[src/rtl/muldiv_pkg.sv]
// Shared encodings for the iterative multiply/divide unit.
package muldiv_pkg;

  localparam logic [1:0] OP_MULT  = 2'b00;
  localparam logic [1:0] OP_MULTU = 2'b01;
  localparam logic [1:0] OP_DIV   = 2'b10;
  localparam logic [1:0] OP_DIVU  = 2'b11;

  localparam logic HILO_SEL_HI = 1'b1;
  localparam logic HILO_SEL_LO = 1'b0;

  typedef enum logic [1:0] {
    IDLE = 2'd0,
    RUN  = 2'd1,
    FIX  = 2'd2
  } state_e;

  // Per-operation flags captured at start and consumed at fix-up.
  typedef struct packed {
    logic is_div;
    logic neg_mul;
    logic neg_q;
    logic neg_r;
    logic div0;
  } ctl_t;

endpackage

[src/rtl/muldiv_iter.sv]
// Unsigned radix-2 datapath: shift-add multiply or restoring divide, one bit per step.
module muldiv_iter #(
  parameter int WIDTH = 32
) (
  input  logic             clk,
  input  logic             rst_n,
  input  logic             load,
  input  logic             step,
  input  logic             is_div,
  input  logic [WIDTH-1:0] opa,
  input  logic [WIDTH-1:0] opb,
  output logic [WIDTH-1:0] acc_hi,
  output logic [WIDTH-1:0] acc_lo,
  output logic             last
);
  localparam int CW = $clog2(WIDTH);

  logic [2*WIDTH-1:0] acc, acc_nxt;
  logic [WIDTH-1:0]   m;
  logic [CW-1:0]      cnt;
  logic               mode_div;
  logic [WIDTH:0]     sum, trial;

  // Multiply: lower half holds the multiplier, product shifts in from the top.
  // Divide: lower half holds the dividend, quotient bits shift in at bit 0.
  always_comb begin
    sum   = {1'b0, acc[2*WIDTH-1:WIDTH]} + (acc[0] ? {1'b0, m} : '0);
    trial = acc[2*WIDTH-1:WIDTH-1] - {1'b0, m};
    if (mode_div) begin
      if (trial[WIDTH]) acc_nxt = {acc[2*WIDTH-2:0], 1'b0};
      else              acc_nxt = {trial[WIDTH-1:0], acc[WIDTH-2:0], 1'b1};
    end else begin
      acc_nxt = {sum, acc[WIDTH-1:1]};
    end
  end

  always_ff @(posedge clk or negedge rst_n) begin
    if (!rst_n) begin
      acc      <= '0;
      m        <= '0;
      cnt      <= '0;
      mode_div <= 1'b0;
    end else if (load) begin
      acc      <= {{WIDTH{1'b0}}, (is_div ? opa : opb)};
      m        <= is_div ? opb : opa;
      cnt      <= '0;
      mode_div <= is_div;
    end else if (step) begin
      acc <= acc_nxt;
      cnt <= cnt + 1'b1;
    end
  end

  assign acc_hi = acc[2*WIDTH-1:WIDTH];
  assign acc_lo = acc[WIDTH-1:0];
  assign last   = (cnt == CW'(WIDTH-1));

endmodule

[src/rtl/muldiv_unit.sv]
// MIPS MULT/MULTU/DIV/DIVU unit with HI/LO registers; FSM, sign handling and special cases.
module muldiv_unit
  import muldiv_pkg::*;
#(
  parameter int WIDTH = 32
) (
  input  logic             clk,
  input  logic             rst_n,
  input  logic             start,
  input  logic [1:0]       op,
  input  logic [WIDTH-1:0] srca,
  input  logic [WIDTH-1:0] srcb,
  input  logic             hilo_we,
  input  logic             hilo_sel,
  input  logic [WIDTH-1:0] hilo_wdata,
  output logic [WIDTH-1:0] rdata,
  output logic             busy,
  output logic             done
);
  state_e             state;
  ctl_t               ctl;
  logic [WIDTH-1:0]   hi, lo, a_raw;
  logic [WIDTH-1:0]   abs_a, abs_b, it_hi, it_lo, q_fix, r_fix;
  logic [2*WIDTH-1:0] prod, prod_fix;
  logic               sgn, a_neg, b_neg, load, step, last;

  assign sgn   = (op == OP_MULT) || (op == OP_DIV);
  assign a_neg = sgn & srca[WIDTH-1];
  assign b_neg = sgn & srcb[WIDTH-1];
  assign abs_a = a_neg ? -srca : srca;
  assign abs_b = b_neg ? -srcb : srcb;

  assign load = (state == IDLE) && start;
  assign step = (state == RUN);

  muldiv_iter #(.WIDTH(WIDTH)) u_iter (
    .clk    (clk),
    .rst_n  (rst_n),
    .load   (load),
    .step   (step),
    .is_div (op[1]),
    .opa    (abs_a),
    .opb    (abs_b),
    .acc_hi (it_hi),
    .acc_lo (it_lo),
    .last   (last)
  );

  // 0x80000000 / -1 falls out naturally: |q| = 2^31, negated wraps back to itself.
  assign prod     = {it_hi, it_lo};
  assign prod_fix = ctl.neg_mul ? -prod : prod;
  assign q_fix    = ctl.neg_q ? -it_lo : it_lo;
  assign r_fix    = ctl.neg_r ? -it_hi : it_hi;

  assign rdata = (hilo_sel == HILO_SEL_HI) ? hi : lo;

  always_ff @(posedge clk or negedge rst_n) begin
    if (!rst_n) begin
      state <= IDLE;
      ctl   <= '0;
      a_raw <= '0;
      hi    <= '0;
      lo    <= '0;
      busy  <= 1'b0;
      done  <= 1'b0;
    end else begin
      done <= 1'b0;
      case (state)
        IDLE: begin
          if (start) begin
            ctl.is_div  <= op[1];
            ctl.neg_mul <= ~op[1] & (a_neg ^ b_neg);
            ctl.neg_q   <= op[1] & (a_neg ^ b_neg);
            ctl.neg_r   <= op[1] & a_neg;
            ctl.div0    <= op[1] & (srcb == '0);
            a_raw       <= srca;
            busy        <= 1'b1;
            state       <= RUN;
          end else if (hilo_we) begin
            if (hilo_sel == HILO_SEL_HI) hi <= hilo_wdata;
            else                         lo <= hilo_wdata;
          end
        end
        RUN: if (last) state <= FIX;
        FIX: begin
          if (ctl.is_div) begin
            if (ctl.div0) begin
              hi <= a_raw;
              lo <= '1;
            end else begin
              hi <= r_fix;
              lo <= q_fix;
            end
          end else begin
            {hi, lo} <= prod_fix;
          end
          busy  <= 1'b0;
          done  <= 1'b1;
          state <= IDLE;
        end
        default: state <= IDLE;
      endcase
    end
  end

endmodule

[config.mk]
export PLATFORM = sky130hd
export DESIGN_NAME = muldiv_unit
export DESIGN_NICKNAME = d
export VERILOG_FILES = /design/src/rtl/muldiv_pkg.sv /design/src/rtl/muldiv_iter.sv /design/src/rtl/muldiv_unit.sv
export SDC_FILE = /design/constraint.sdc
export NUM_CORES = 1
export LEC_CHECK = 0
export ABC_AREA = 0
export BUFFER_PORTS_ARGS = -buffer_cell sky130_fd_sc_hd__buf_4
export CORE_MARGIN = 1
export CORE_UTILIZATION = 34
export CTS_BUF_LIST = sky130_fd_sc_hd__clkbuf_2
export DETAILED_ROUTE_END_ITERATION = 6
export PLACE_DENSITY = 0.6
export SYNTH_ARGS = -nofsm -noshare
export SYNTH_HDL_FRONTEND = slang
export SYNTH_SLANG_ARGS = --single-unit
export TNS_END_PERCENT = 20
[constraint.sdc]
create_clock -name clk -period 7.84 [get_ports clk]
set_input_delay 0.784 -clock clk [delete_from_list [all_inputs] [get_ports clk]]
set_output_delay 0.784 -clock clk [all_outputs]
set_load 0.01 [all_outputs]
==> summary.md, run 1 <==
| Metric | Value |
|---|---|
| Hpwl dp | `roughly 55000 um` |
| Placed cells | `between 3000 and 4000` |
| CP Capture Type | `flop` |
| Vias in the first global route | `between 15000 and 20000` |
| #FFs+latches synth | `206` |
| Maximum clock path buffer count | `3` |
| Syn Nets | `around 2500` |
| Max stage delay cell, worst path | `xnor2_2` |
| Total CTS buffers | `61` |
| YS warnings | `0` |
| Tmin final | `~4.5 ns` |
| Setup slack, reg-to-reg | `roughly 3.3 ns` |
| Drt first pass iters | `6` |
| Final Hold Fails | `0` |
| Filler Cell Count | `5357` |
| DRC Markers | `0` |
| Std-Cell Rows | `between 80 and 90` |
| Leakage | `~0.0087 uW` |
| Critical-path cell list | `inv_1, fa_1, nand2b_1, a21oi_1, o21a_1, a21bo_2, a31o_2, a41oi_1, xnor2_2, buf_4, mux2_2, a21oi_1, o21ai_0` |
| Clock power frac | `under 10%` |
| Hold Buf Count CTS | `between 60 and 70` |
| Total GRT Usage | `~27%` |
| Slew Limit Fails | `0` |
| Commonest non-fill, non-tap cells in the layout | `nand2_1 (336), o21ai_0 (265), dfrtp_1 (205)` |
| Antenna Nets Post-Route | `0` |
| Post-synth EDFFs | `0` |
| Initial antenna violation count | `5` |
| Die Y | `230.4 um` |
| Hold_sp | `srca[21]` |
| Fin Setup TNS | `0 ns` |
| Reg-to-Reg End | `u_iter.acc[40]` |
| RSZ-0062 raised after global routing | `false` |
| Most common cell after layout, fill and taps aside | `nand2_1` |
| Initial Util | `about a third` |
| Crit start category | `flop` |
| Largest net degree at the start of global routing | `~100` |
| Vias per cell | `5.872` |
| Pwr Total | `just over 9000 uW` |
| Nets@finish | `2634` |
| Setup bufs post-CTS | `0` |
| P_int | `about 4200 uW` |
| Clock transition at path regs | `around 0.11 ns` |
| DIE AREA | `~53000 sq um` |
| Crit path largest cell delay | `just over 0.7 ns` |
| Required @ worst endpoint | `8.72 ns` |
| Register-to-Register Path Depth | `13` |
| Fin crit share | `57.30%` |
| Async set-reset flop share out of synthesis | `100.0%` |
| Mapped Area | `17740 sq um` |
| Critical path's most frequent cell | `a21oi_1` |
| Register area share after synthesis | `between 20 and 30%` |
| Final core utilization | `roughly 40%` |
| Crit path DAT | `~5.4 ns` |
| Slew of the pin with the lowest slew margin | `about 1.0 ns` |
| Boundary Pins | `between 100 and 150` |
| Reg2Reg Launch Point | `u_iter.acc[32]` |
| Crit path max-delay family | `compound AO/OA/AOI/OAI gates` |
| Buf/Inv on CP | `2` |
| Reg power frac | `26.6%` |
| Status | `complete, no violations` |
| Core Box Area | `51410 sq um` |
| Syn Area/Cell | `around 7.6 sq um` |
| Slew HR | `between 30% and 40%` |
| RD Place Congestion | `slightly below 1` |
| Hold EP | `a_raw[21]` |
| Ys flop type | `dfrtp_1` |
| Final std cells w/o fill | `roughly 3200` |
| Post-CTS Resized | `0` |
| Share of post-route cells with drive strength above 1 | `between 10% and 20%` |
| Drt wl/cell | `about 23 um` |
| Final Instance Area | `around 20000 sq um` |
| # port buffers | `between 100 and 150` |
| Worst hold path depth | `3` |
| Register area | `roughly 5200 sq um` |
| CTS tree | `built` |
| Critical path class | `flop to flop` |
| Overflow after GRT | `0` |
| Post-Place Cell Area | `slightly below 20000 sq um` |
| Via count | `18700` |
| Die W | `approximately 230 um` |
| Post-Syn Instances | `approximately 2300` |
| Multi-input combinational cell area | `11690 sq um` |
| Worst-path maximum fanout | `25` |
| Sink Count | `~210` |
| Combinational fraction of design power | `63.9%` |
| First DRT Iteration DRCs | `1879` |
| Area delta synth->final | `14.90%` |
| Fmax achieved | `between 0.2 and 0.25 GHz` |
| Psw | `between 4000 and 5000 uW` |
| Setup Skew | `0.1329 ns` |
| Worst vdd ir | `0.1881 mV` |
| Worst-skew pair later-pin latency | `1.12 ns` |
| Max Cap Viol | `0` |
| Switching share of power | `53.10%` |
| First-pass GRT wire length | `between 100000 and 150000 um` |
| H-Tree Depth | `2` |
| Setup violation total in the final timing report | `0` |
| Synth cell types | `between 70 and 80` |
| Worst hold path type | `primary input to flop` |
| CTS root buf | `clkbuf_2` |
| PD cells | `approximately 440 nW/um^2` |
| Routed WL | `73120 um` |
## how the worst max path moves through the flow
stage / slack [ns] / cells after the start / end / start
6_report: 3.35 / 13 / u_iter.acc[40] / u_iter.acc[32]
3_5_place_dp: 3.43 / 14 / u_iter.acc[40] / u_iter.acc[31]
2_1_floorplan: 4.43 / 12 / hi[22] / u_iter.acc[0]
3_3_place_gp: 3.41 / 14 / u_iter.acc[40] / u_iter.acc[31]
4_1_cts: 3.37 / 13 / u_iter.acc[40] / u_iter.acc[32]
5_1_grt: 3.09 / 14 / u_iter.acc[40] / u_iter.acc[31]
## registers in the layout (all words and copies together), names as in the netlist
register and cells:
a_raw 32, done 1, hi 32, ctl 5, u_iter.cnt 5, state 2
u_iter.acc 64, u_iter.m 32, lo 32, busy 1
## cells by family (layout without fill, tap and decap cells)
group                      after synthesis  in the layout  synth area share [%]
AOI/OAI and AO/OA                      777            777                 26.60
and+or+nand+nor                        778            778                 19.92
other                                    0              2                     0
buffers and inverters                  247            407                 5.326
adders and majority gates               72             72                 5.164
xor gates and xnor gates               158            158                 7.802
DFF                                    206            206                 29.07
muxes                                  104            104                 6.116
## layer usage
metal	share of wire, %	track usage, %
met1	45	39.22
met2	43	40.38
met3	8.3	4.286
met4	3.6	10.66
met5	0.018	0
## worst register-to-register path, stage by stage (launching register included)
cell and delay, ns:
dfrtp_1 0.47, inv_1 0.19, fa_1 0.46, nand2b_1 0.20, a21oi_1 0.29, o21a_1 0.21, a21bo_2 0.20, a31o_2 0.21
a41oi_1 0.17, xnor2_2 0.72, buf_4 0.48, mux2_2 0.39, a21oi_1 0.16, o21ai_0 0.10
## power groups by stage
stage                     combinational (uW)  clock (uW)  sequential (uW)
after floorplan                         4340           0             1890
after global placement                  5570           0             2370
after detailed placement                5620           0             2400
after CTS                               5680         890             2370
after global routing                    6340         953             2460
final                                   5780         867             2400
## stage by stage
step	worst slack, ns	hold WS [ns]
floorplan	4.431	0.4403
global placement	3.410	0.4545
detailed placement	3.435	0.4655
CTS	3.368	0.002471
global route	3.088	0.02770
finish	3.348	0.07438
## cell type report
cell class	instances	share of cell area, %
timing repair buffer	224	9.050
inverter	77	1.418
multi-input combinational	1889	57.35
clock buffer	86	2.112
clock inverter	20	0.5526
tap	680	4.175
antenna	2	0.02456
sequential	206	25.31
## cell usage after synthesis (22+ instances only)
cell type  count  area (sq um)
clkbuf_1     138         518.0
xnor2_1       86         753.2
or3_1         28         175.2
mux2i_1       69         690.7
a31oi_1       31         193.9
nand2_1      336          1261
xor2_1        72         630.6
a21oi_1      197         986.0
o21ai_0      265          1326
buf_1         23         86.33
mux2_2        35         394.1
nor2_1       195         732.0
a21o_1        38         285.3
nor3_1        43         215.2
dfrtp_1      206          5155
o211ai_1      62         465.5
ha_1          70         875.8
inv_1         75         281.5
nand3_1       43         215.2
a22oi_1       22         165.2
Power figures use the tool's default switching activity.
==> inputs of run 2 (changes only) <==
- clock period: 7.84 -> 4.2 ns (I/O delays scaled with it)
==> summary.md, run 2 (synthesis results as in run 1) <==
| Metric | Value |
|---|---|
| Status | `complete, no violations` |
| Slew of the pin with the lowest slew margin | `1.095 ns` |
| Most common cell after layout, fill and taps aside | `nand2_1` |
| RSZ-0062 raised after global routing | `false` |
| Crit start category | `flop` |
| Std-Cell Rows | `between 80 and 90` |
| Critical-path cell list | `inv_1, buf_4, nor2_1, ha_1, a21o_1, a21o_1, a211oi_1, o2111ai_1, and3_1, a221oi_1, xor2_1, a211oi_1, o21a_1` |
| Drt wl/cell | `about 23 um` |
| Vias per cell | `5.795` |
| Sink Count | `roughly 200` |
| Pwr Total | `17220 uW` |
| # port buffers | `136` |
| Leakage | `0.009110 uW` |
| Multi-input combinational cell area | `11690 sq um` |
| Max stage delay cell, worst path | `a221oi_1` |
| H-Tree Depth | `2` |
| Slew HR | `around 27%` |
| Total CTS buffers | `60` |
| CTS root buf | `clkbuf_2` |
| Antenna Nets Post-Route | `0` |
| Worst-path maximum fanout | `30` |
| Boundary Pins | `137` |
| Hpwl dp | `between 50000 and 60000 um` |
| Crit path largest cell delay | `0.60 ns` |
| Setup bufs post-CTS | `0` |
| Initial Util | `34.50%` |
| Worst vdd ir | `between 0.3 and 0.4 mV` |
| Post-Place Cell Area | `19510 sq um` |
| Final Hold Fails | `0` |
| Filler Cell Count | `between 5000 and 6000` |
| Fmax achieved | `approximately 0.26 GHz` |
| Initial antenna violation count | `5` |
| Fin crit share | `between 90% and 100%` |
| Critical path class | `flop to flop` |
| Max Cap Viol | `0` |
| Die W | `~230 um` |
| PD cells | `between 800 and 900 nW/um^2` |
| Required @ worst endpoint | `just over 5 ns` |
| Slew Limit Fails | `0` |
| Final setup margin | `roughly 0.38 ns` |
| Nets@finish | `2717` |
| First-pass GRT wire length | `between 100000 and 150000 um` |
| Setup violation total in the final timing report | `0` |
| Total GRT Usage | `between 20% and 30%` |
| Post-place setup slack | `0.3327 ns` |
| Overflow after GRT | `0` |
| Fin Setup TNS | `0 ns` |
| Commonest non-fill, non-tap cells in the layout | `nand2_1 (336), o21ai_0 (265), dfrtp_1 (205)` |
| Tmin final | `between 3 and 4 ns` |
| Core Box Area | `about 51000 sq um` |
| CTS tree | `built` |
| Setup Skew | `slightly above 0.09 ns` |
| DIE AREA | `approximately 53000 sq um` |
| Die Y | `approximately 230 um` |
| Final core utilization | `between 40% and 50%` |
| Crit path DAT | `a little under 5 ns` |
| Worst-skew pair later-pin latency | `1.07 ns` |
| Max reg flops | `between 60 and 70` |
| Final Instance Area | `about 21000 sq um` |
| Via count | `~19000` |
| Register area | `around 5200 sq um` |
| Area delta synth->final | `19.15%` |
| DRC Markers | `0` |
| RD Place Congestion | `between 1 and 1.5` |
| Worst hold path type | `primary input to async pin` |
| First DRT Iteration DRCs | `between 2000 and 2500` |
| Clock transition at path regs | `around 0.09 ns` |
| Reg with most FFs | `u_iter.acc` |
| CP Capture Type | `flop` |
| Share of post-route cells with drive strength above 1 | `around 14%` |
| Routed WL | `between 70000 and 80000 um` |
| Vias in the first global route | `between 15000 and 20000` |
| Drt first pass iters | `5` |
| Largest net degree at the start of global routing | `between 100 and 150` |
| Maximum clock path buffer count | `3` |
[run 2: cell types whose count changed in the layout (fill, tap and decap cells not counted), moves of 2 or more]
cell / before / now
clkinv_2: 5 / 1
buf_4: 161 / 196
diode_2: 2 / 5
buf_12: 0 / 2
clkinv_1: 13 / 16
dlygate4sd3_1: 62 / 109
[run 2: worst max-delay path, delay by kind of cell, from the launching register on]
kind | cells | cell delay (ns)
flip-flops | 1 | 0.39
AO/OA/AOI/OAI | 7 | 2.03
XOR/XNOR | 1 | 0.14
buffers and inverters | 2 | 0.45
AND/OR/NAND/NOR | 2 | 0.42
adder cells (fa/ha/maj) | 1 | 0.36
[run 2: final cells by class]
cell class	instances	area share, %
Clock buffer	86	2.037
Tap cell	680	4.026
Clock inverter	19	0.3848
Inverter	77	1.368
Sequential cell	206	24.41
Multi-Input combinational cell	1889	55.33
Timing Repair Buffer	308	12.39
Antenna cell	5	0.05921
[run 2: worst paths after layout]
check	start	end	slack, ns	cells past startpoint
max in group asynchronous	rst_n	hi[7]	3.09	3
worst min register to register	lo[2]	lo[2]	0.48	2
worst max-delay path	u_iter.acc[0]	u_iter.acc[59]	0.38	13
worst max register to register	u_iter.acc[0]	u_iter.acc[59]	0.38	13
min in group clk	srca[29]	a_raw[29]	0.17	4
worst min-delay path	rst_n	u_iter.m[13]	0.06	2
[run 2: what timing repair did]
action	CTS	global route
setup endpoints to repair	0	2
resized for setup	0	1
hold buffers	109	0
hold endpoints to repair	264	0
[run 2: metal layers]
metal	share of wire, %	wire length [um]	GRT usage [%]
met4	3.3	2488	9.706
met3	8.0	6080	5.114
met1	46	34850	40.88
met5	0.017	13	0
met2	43	32680	42.21
[run 2: stage by stage]
stage | hold slack, ns | instances
floorplan | 0.1244 | 2342
global placement | 0.4545 | 3051
detailed placement | 0.4638 | 3051
CTS | 0.03528 | 3265
global route | 0.05732 | 3269
finish | 0.05858 | 3270
[run 2: where the power goes]
part / total [uW] / switching, uW / internal (uW)
combinational: 11400 / 6830 / 4570
sequential: 4310 / 1340 / 2970
clock: 1510 / 954 / 555
